File: src/rtl/interp_pkg.sv
// rtl/interp_pkg.sv - shared types and constants for the interpolation scheduler
package interp_pkg;

    // Default operand/result width: Q.7 min/max, Q.14 gradient
    localparam int W_DEFAULT = 16;

    // 1.0 in Q.14
    localparam logic [15:0] Q14_ONE = 16'h4000;

    typedef enum logic [1:0] {
        IDLE  = 2'd0,
        ISSUE = 2'd1,
        DRAIN = 2'd2
    } sched_state_t;

endpackage

File: src/rtl/rr_arbiter.sv
// rtl/rr_arbiter.sv - combinational round-robin picker starting at rr_ptr
module rr_arbiter #(
    parameter int NUM_REQ = 4,
    parameter int IDX_W   = 2
) (
    input  logic [NUM_REQ-1:0] req,
    input  logic [IDX_W-1:0]   rr_ptr,
    output logic [NUM_REQ-1:0] grant,
    output logic [IDX_W-1:0]   grant_idx,
    output logic               grant_valid
);

    // Walk offsets from farthest to nearest so the requester closest to rr_ptr wins
    always_comb begin
        logic [IDX_W:0] cand;
        grant       = '0;
        grant_idx   = '0;
        grant_valid = 1'b0;
        cand        = '0;
        for (int k = NUM_REQ - 1; k >= 0; k--) begin
            cand = {1'b0, rr_ptr} + (IDX_W + 1)'(k);
            if (cand >= (IDX_W + 1)'(NUM_REQ)) begin
                cand = cand - (IDX_W + 1)'(NUM_REQ);
            end
            if (req[cand[IDX_W-1:0]]) begin
                grant                    = '0;
                grant[cand[IDX_W-1:0]]   = 1'b1;
                grant_idx                = cand[IDX_W-1:0];
                grant_valid              = 1'b1;
            end
        end
    end

endmodule

File: src/rtl/interp_sched.sv
// rtl/interp_sched.sv - round-robin sharing of one interpolator; optional INTERP_SCHED_CLAMP_BYPASS_EN
module interp_sched
    import interp_pkg::*;
#(
    parameter int NUM_REQ = 4,
    parameter int W       = W_DEFAULT
) (
    input  logic                 clk,
    input  logic                 reset,
    input  logic [NUM_REQ-1:0]   req,
    input  logic [NUM_REQ*W-1:0] req_min,
    input  logic [NUM_REQ*W-1:0] req_max,
    input  logic [NUM_REQ*W-1:0] req_grad,
    output logic [NUM_REQ-1:0]   ack,
    output logic [W-1:0]         res_val,
    output logic                 busy,
    output logic                 interp_start,
    output logic [W-1:0]         interp_min,
    output logic [W-1:0]         interp_max,
    output logic [W-1:0]         interp_grad,
    input  logic                 interp_done,
    input  logic [W-1:0]         interp_val
);

    localparam int IDX_W = $clog2(NUM_REQ);

    sched_state_t       state;
    logic [IDX_W-1:0]   rr_ptr;
    logic [IDX_W-1:0]   grant_idx;

    logic [NUM_REQ-1:0] arb_grant;
    logic [IDX_W-1:0]   arb_idx;
    logic               arb_valid;

    logic [W-1:0]       win_min;
    logic [W-1:0]       win_max;
    logic [W-1:0]       win_grad;

    logic               bypass;
    logic [W-1:0]       bypass_val;

    // Pointer to the requester after idx, wrapping at NUM_REQ-1
    function automatic logic [IDX_W-1:0] ptr_after(input logic [IDX_W-1:0] idx);
        return (idx == IDX_W'(NUM_REQ - 1)) ? '0 : idx + 1'b1;
    endfunction

    // One-hot ack vector for a recorded grant index
    function automatic logic [NUM_REQ-1:0] idx_onehot(input logic [IDX_W-1:0] idx);
        return NUM_REQ'(1) << idx;
    endfunction

    rr_arbiter #(
        .NUM_REQ (NUM_REQ),
        .IDX_W   (IDX_W)
    ) u_rr_arbiter (
        .req         (req),
        .rr_ptr      (rr_ptr),
        .grant       (arb_grant),
        .grant_idx   (arb_idx),
        .grant_valid (arb_valid)
    );

    assign win_min  = req_min[arb_idx*W +: W];
    assign win_max  = req_max[arb_idx*W +: W];
    assign win_grad = req_grad[arb_idx*W +: W];

`ifdef INTERP_SCHED_CLAMP_BYPASS_EN
    // Out-of-range gradients clamp to an endpoint without using the interpolator
    logic win_neg;
    logic win_sat;
    assign win_neg    = win_grad[W-1];
    assign win_sat    = !win_grad[W-1] && (win_grad >= W'(Q14_ONE));
    assign bypass     = win_neg | win_sat;
    assign bypass_val = win_neg ? win_min : win_max;
`else
    assign bypass     = 1'b0;
    assign bypass_val = '0;
`endif

    // Scheduler FSM: grant in IDLE, hold start in ISSUE, wait for done release in DRAIN
    always_ff @(posedge clk) begin
        if (reset) begin
            state        <= IDLE;
            rr_ptr       <= '0;
            grant_idx    <= '0;
            ack          <= '0;
            res_val      <= '0;
            busy         <= 1'b0;
            interp_start <= 1'b0;
            interp_min   <= '0;
            interp_max   <= '0;
            interp_grad  <= '0;
        end else begin
            ack <= '0;
            case (state)
                IDLE: begin
                    // A pending ack means its requester may still show req; never re-grant then
                    if (arb_valid && (ack == '0)) begin
                        grant_idx <= arb_idx;
                        if (bypass) begin
                            ack     <= arb_grant;
                            res_val <= bypass_val;
                            rr_ptr  <= ptr_after(arb_idx);
                        end else begin
                            interp_min   <= win_min;
                            interp_max   <= win_max;
                            interp_grad  <= win_grad;
                            interp_start <= 1'b1;
                            busy         <= 1'b1;
                            state        <= ISSUE;
                        end
                    end
                end
                ISSUE: begin
                    if (interp_done) begin
                        res_val      <= interp_val;
                        ack          <= idx_onehot(grant_idx);
                        interp_start <= 1'b0;
                        rr_ptr       <= ptr_after(grant_idx);
                        state        <= DRAIN;
                    end
                end
                DRAIN: begin
                    // Operands stay put until the interpolator has dropped done
                    if (!interp_done) begin
                        busy  <= 1'b0;
                        state <= IDLE;
                    end
                end
                default: begin
                    busy         <= 1'b0;
                    interp_start <= 1'b0;
                    state        <= IDLE;
                end
            endcase
        end
    end

endmodule

File: config.mk
export PLATFORM = sky130hd
export DESIGN_NAME = interp_sched
export DESIGN_NICKNAME = d
export VERILOG_FILES = /design/src/rtl/interp_pkg.sv /design/src/rtl/rr_arbiter.sv /design/src/rtl/interp_sched.sv
export SDC_FILE = /design/constraint.sdc
export NUM_CORES = 1
export LEC_CHECK = 0
export CAP_MARGIN = 10
export CORE_MARGIN = 2
export CORE_UTILIZATION = 35
export CTS_CLUSTER_SIZE = 24
export DETAILED_ROUTE_END_ITERATION = 8
export PLACE_DENSITY = 0.85
export SETUP_SLACK_MARGIN = 0.1
export SLEW_MARGIN = 20
export SYNTH_ARGS = -nofsm -noshare
export SYNTH_HDL_FRONTEND = slang
export SYNTH_SLANG_ARGS = --single-unit
File: constraint.sdc
create_clock -name clk -period 2.4 [get_ports clk]
set_input_delay 0.24 -clock clk [delete_from_list [all_inputs] [get_ports clk]]
set_output_delay 0.24 -clock clk [all_outputs]
set_load 0.05 [all_outputs]
# Yosys cells after proc, flatten, opt, wreduce, memory -nomap -nowiden
# Cells that the tools add are included.
# op_classes
addsub	8
magnitude_cmp	8
eq_ne	6
shifts	4
n_mux	30
bitwise_logic	3
reduce_logical	9
# ops
op	n
$shiftx A64 B7 Y16	3
$mux W2	12
$lt A2 B3 Y1 const B	4
$mux W1	11
$ge A3 B3 Y1 const B	3
$reduce_and A3 Y1	3
$bmux W1 S2	4
$sub A2 B1 Y2 const B	4
$add A2 B2 Y3 const B	2
$ne A2 B2 Y1 const B	3
$pmux W1 S3	2
$pmux W2 S3	1
$eq A2 B2 Y1 const B	2
$logic_not A4 Y1	1
$reduce_and A2 Y1	2
$shl A1 B2 Y4 const A	1
$add A2 B1 Y3 const B	1
$ge A2 B3 Y1 const B	1
$not A1 Y1	3
$reduce_or A3 Y1	1
$add A2 B1 Y2 const B	1
$eq A2 B1 Y1 const B	1
$logic_not A2 Y1	1
$logic_and A1 B1 Y1	1
# word_totals
register_bits	76
input_bits	215
output_inout_bits	70
wordCells	78

# Logic depth before layout (Yosys ltp)
# depth
ltp_word	12
ltp_mapped	8
mapped_depth_nobuf	5

# Modules after synthesis
# A second synthesis with hierarchy kept.
# unflattened
cells_unflattened	482
hier_area_um2	4750.8
# by_module_without_submodules
mod	instances	cells_each	area_each_um2	seq_area_each_um2
interp_sched	1	397	4067.7	1521.5
rr_arbiter	1	85	683.2	0.0

# Worst setup path before layout
# Ideal clock, no wire load.
# synth_path
path_type	register to register
start	register ack[1]
end	register interp_grad[15]
arrival_time_ns	2.179
t_required_ns	2.272
path_slack_ns	0.093
path_stages_with_launch	9
period_less_slack_ns	2.307
cell_sequence	dfxtp_1 -> or4_1 -> or4_1 -> buf_4 -> nor2b_1 -> buf_4 -> buf_6 -> nand2_1 -> o221ai_2
# synth_between
elab_chain_len	3
# synth_rtl
element	line	text
start: declaration	interp_sched.sv:14	output logic [NUM_REQ-1:0] ack,
start signal: assignment	interp_sched.sv:101	ack <= arb_grant;
start signal: assignment	interp_sched.sv:117	ack <= idx_onehot(grant_idx);
$logic_not A4 Y1	interp_sched.sv:98	if (arb_valid && (ack == '0)) begin
$logic_and A1 B1 Y1	interp_sched.sv:98	
$reduce_and A2 Y1 (no source line)	--	
end signal: assignment	interp_sched.sv:107	interp_grad <= win_grad;
end: declaration	interp_sched.sv:20	output logic [W-1:0] interp_grad,
# No other way between the ends.
# A chain may end at the register's enable or synchronous reset.

# Worst setup path in the final report
# layout_path
start	register state[0]
end	register interp_max[3]
# layout_between
elab_chain_len	2
# layout_rtl
element	line	text
start: declaration	interp_sched.sv:27	sched_state_t state;
start signal: assignment	interp_sched.sv:83	state <= IDLE;
start signal: assignment	interp_sched.sv:110	state <= ISSUE;
start signal: assignment	interp_sched.sv:120	state <= DRAIN;
$logic_not A2 Y1	interp_sched.sv:95	case (state)
$reduce_and A2 Y1 (no source line)	--	
end signal: assignment	interp_sched.sv:106	interp_max <= win_max;
end: declaration	interp_sched.sv:19	output logic [W-1:0] interp_max,
# No other way between the ends.

==> impl_results.md <==
* Status: finished clean
* Post-CTS setup buffer count at 0
* ANT nets after route at 0
* FF-to-FF setup slack at ~0.16 ns
* Reg2reg end: interp_max[3]
* Number of global-route vias before repair at between 4000 and 5000
* Post-Synth Simple-Gate Area at between 10% and 20%
* Critical Path Sink Type: register
* Setup crit start kind: register
* Nets at between 800 and 900
* Worst R2R Start: state[0]
* Metal2 WL at ~7400 µm
* DP Area at 6970 µm²
* Register bit total from synthesis at between 70 and 80
* Combinational family with the most area after synthesis: multiplexers
* Final Skew at roughly 0.012 ns
* Max Used Layer: met4
* F_max at 447 MHz
* Clk Latency, worst-skew pair at ~0.35 ns
* Min setup slack post-route at 0.163 ns
* Post-route insts no fill at 824
* P_leak at around 2.6 nW
* Core area at approximately 11000 µm²
* Final HPWL DP at between 10000 and 15000 µm
* Yosys warnings at 0
* First-pass GRT wire length at ~21000 µm
* Met3 wire length at between 1500 and 2000 µm
* Syn_nets at 613
* WL met1 at 4860 µm
* Worst-Margin Slew at 1.06 ns
* Register area share after synthesis at between 30 and 40%
* Num rows at 38
* DR vias/cell at 5.08
* WL/cell at 17.2 µm
* Layout cell share with drive strength beyond 1 at approximately a tenth
* Commonest cells after routing, fill and taps aside: clkdlybuf4s50_1, mux2i_1, nand2_1, dfxtp_1, o221ai_1
* Synth Area in XOR/XNOR at less than 1%
* HP Class: input port to register
* Final Instance Area at around 7200 µm²
* Tmin final at approximately 2.2 ns
* Worst Path Required at approximately 2.7 ns
* All-layer global routing usage at roughly 22%
* Power, Total at roughly 4.4 mW
* Reg2reg path depth at 7
* Adder-Cell Fraction of Synth Area at less than 1%
* Congestion Overflow GR at 0
* H-tree levels at 3
* Pre-CTS setup slack at -0.0329 ns
* Max clock buf depth at 2
* Die Ht at approximately 110 µm
* Num CTS Buffers at 9
* Vias at approximately 4200
* Fill cell count at 863
* CTS tree: done
* Netlist cell types at 31
* I/O Pins at around 290
* Max Cap Viol at 0
* First DRT Iteration DRCs at 137
* Die W at approximately 110 µm
* Hold WS at between 0.4 and 0.5 ns
* Synth Area in Compound Gates at a little under a fifth
* Data arrival, critical path at around 2.5 ns
* Pwr/cell area at just over 600 nW/µm²
* Post-Syn Instances at a little under 400
* Largest net degree at the start of global routing at between 40 and 50
* Number of flops mapped to enable cells by yosys at 0
* Synth Flop Type: dfxtp_1
* Synthesis-to-finish area growth at 83.8%
* Synth Cell Area at ~3900 µm²
* CTS sink count at 76
* Relative slew margins at approximately 30%
* Multiplexer share of the synthesized area at 25.1%
* Clk slew on worst S/H paths at around 0.090 ns
* Drt pass-1 iters at 4
* Placed Cells at 807
* Async S/R FF share, synth at 0%
* Setup CP Type: register to register
* CP startpoint: state[0]
* Count of input and output buffers at ~280
* Root Driver: clkbuf_8
* Peak supply drop at 0.382 mV
* Commonest non-fill, non-tap cell in the layout: clkdlybuf4s50_1
* Period utilization at between 90% and 100%
* Final Max Tran Viols at 0
* Finish-stage setup viols at 0
* RePlAce Congestion at 0.761
* Die area at about 12000 µm²
* Setup crit end: interp_max[3]
* Initial Utilization at a little over a third
* Hold Vio Cnt, Final at 0
* Final WL at 14200 µm
* Critical path fanouts, max at 20
* Synthesized area per cell at a little under 10 µm²
* Post-route DRC at 0
* Initial antenna violation count at 1
* RSZ-0062 raised after global routing: yes
==> logic make-up (layout without fill, tap and decap cells) <==
family / after synthesis / after routing
other cells: 0 / 1
compound gates: 77 / 77
simple gates: 106 / 106
fa+ha+maj: 1 / 1
flops: 76 / 76
xor+xnor: 1 / 1
mux: 98 / 98
buf+inv: 38 / 324
==> flip-flops by register name (all words and copies together) (netlist names) <==
signal / cells
grant_idx: 2
interp_max: 16
res_val: 16
interp_grad: 16
interp_start: 1
interp_min: 16
rr_ptr: 2
busy: 1
state: 2
ack: 4
==> through the flow <==
| stage | utilization (%) | TNS, ns |
|---|---|---|
| 6_report | 66.0 | 0 |
| 3_5_place_dp | 64.0 | -0.417 |
| 2_1_floorplan | - | 0 |
| 3_3_place_gp | 64.0 | 0 |
| 4_1_cts | 65.6 | 0 |
| 5_1_grt | 66.0 | 0 |
==> critical path, stage by stage, from the launching register on <==
cell	delay [ns]
dfxtp_1	0.32
or4_1	0.54
or4_4	0.50
buf_4	0.19
nor2_8	0.10
nand2b_4	0.10
buf_6	0.18
o221ai_1	0.20
==> what timing repair did <==
item	CTS	global route
gates resized for setup	0	5
endpoints found under the hold margin	0	0
setup endpoints to repair	0	44
hold buffers	0	0
==> power breakdown <==
part	internal [mW]	switching (mW)	total (mW)
clock	0.379	0.500	0.879
sequential	1.43	0.0955	1.53
combinational	0.886	1.07	1.96
==> Yosys cell counts, types with 3 or more instances <==
cell type	instances	area share, %
a21oi_1	24	3.1
buf_6	7	2.0
mux2i_1	98	25
buf_4	3	0.58
nor2_1	4	0.38
o221ai_1	27	6.0
nand2_1	84	8.1
dfxtp_1	76	39
buf_2	3	0.38
o221ai_2	21	8.1
inv_1	5	0.48
clkbuf_1	18	1.7
==> worst min path at each step <==
stage	startpoint	depth (start not counted)	slack (ns)	to
finish	interp_val[2]	3	0.43	res_val[2]
global route	interp_val[2]	3	0.41	res_val[2]
CTS	interp_val[2]	3	0.41	res_val[2]
detailed placement	res_val[11]	2	0.45	res_val[11]
global placement	res_val[2]	2	0.44	res_val[2]
floorplan	interp_val[0]	2	0.38	res_val[0]
==> per-layer routing <==
metal  vias to the layer above  GRT usage [%]
met3                        24           8.54
met5                         -              0
li1                       2026              -
met4                         0           9.31
met1                      1932           21.3
met2                       205           42.0
==> area by class of cell <==
type	instances	area (µm²)	area share, %
repair buffers	304	3080	42.8
clock buffers	9	124	1.72
inverters	5	18.8	0.261
multi-input cells	283	2220	30.9
flip-flops and latches	76	1520	21.2
diodes	1	2.50	0.0348
clock inverters	6	47.5	0.661
well taps	140	175	2.44
No activity file was read; power rests on OpenSTA's default activity.
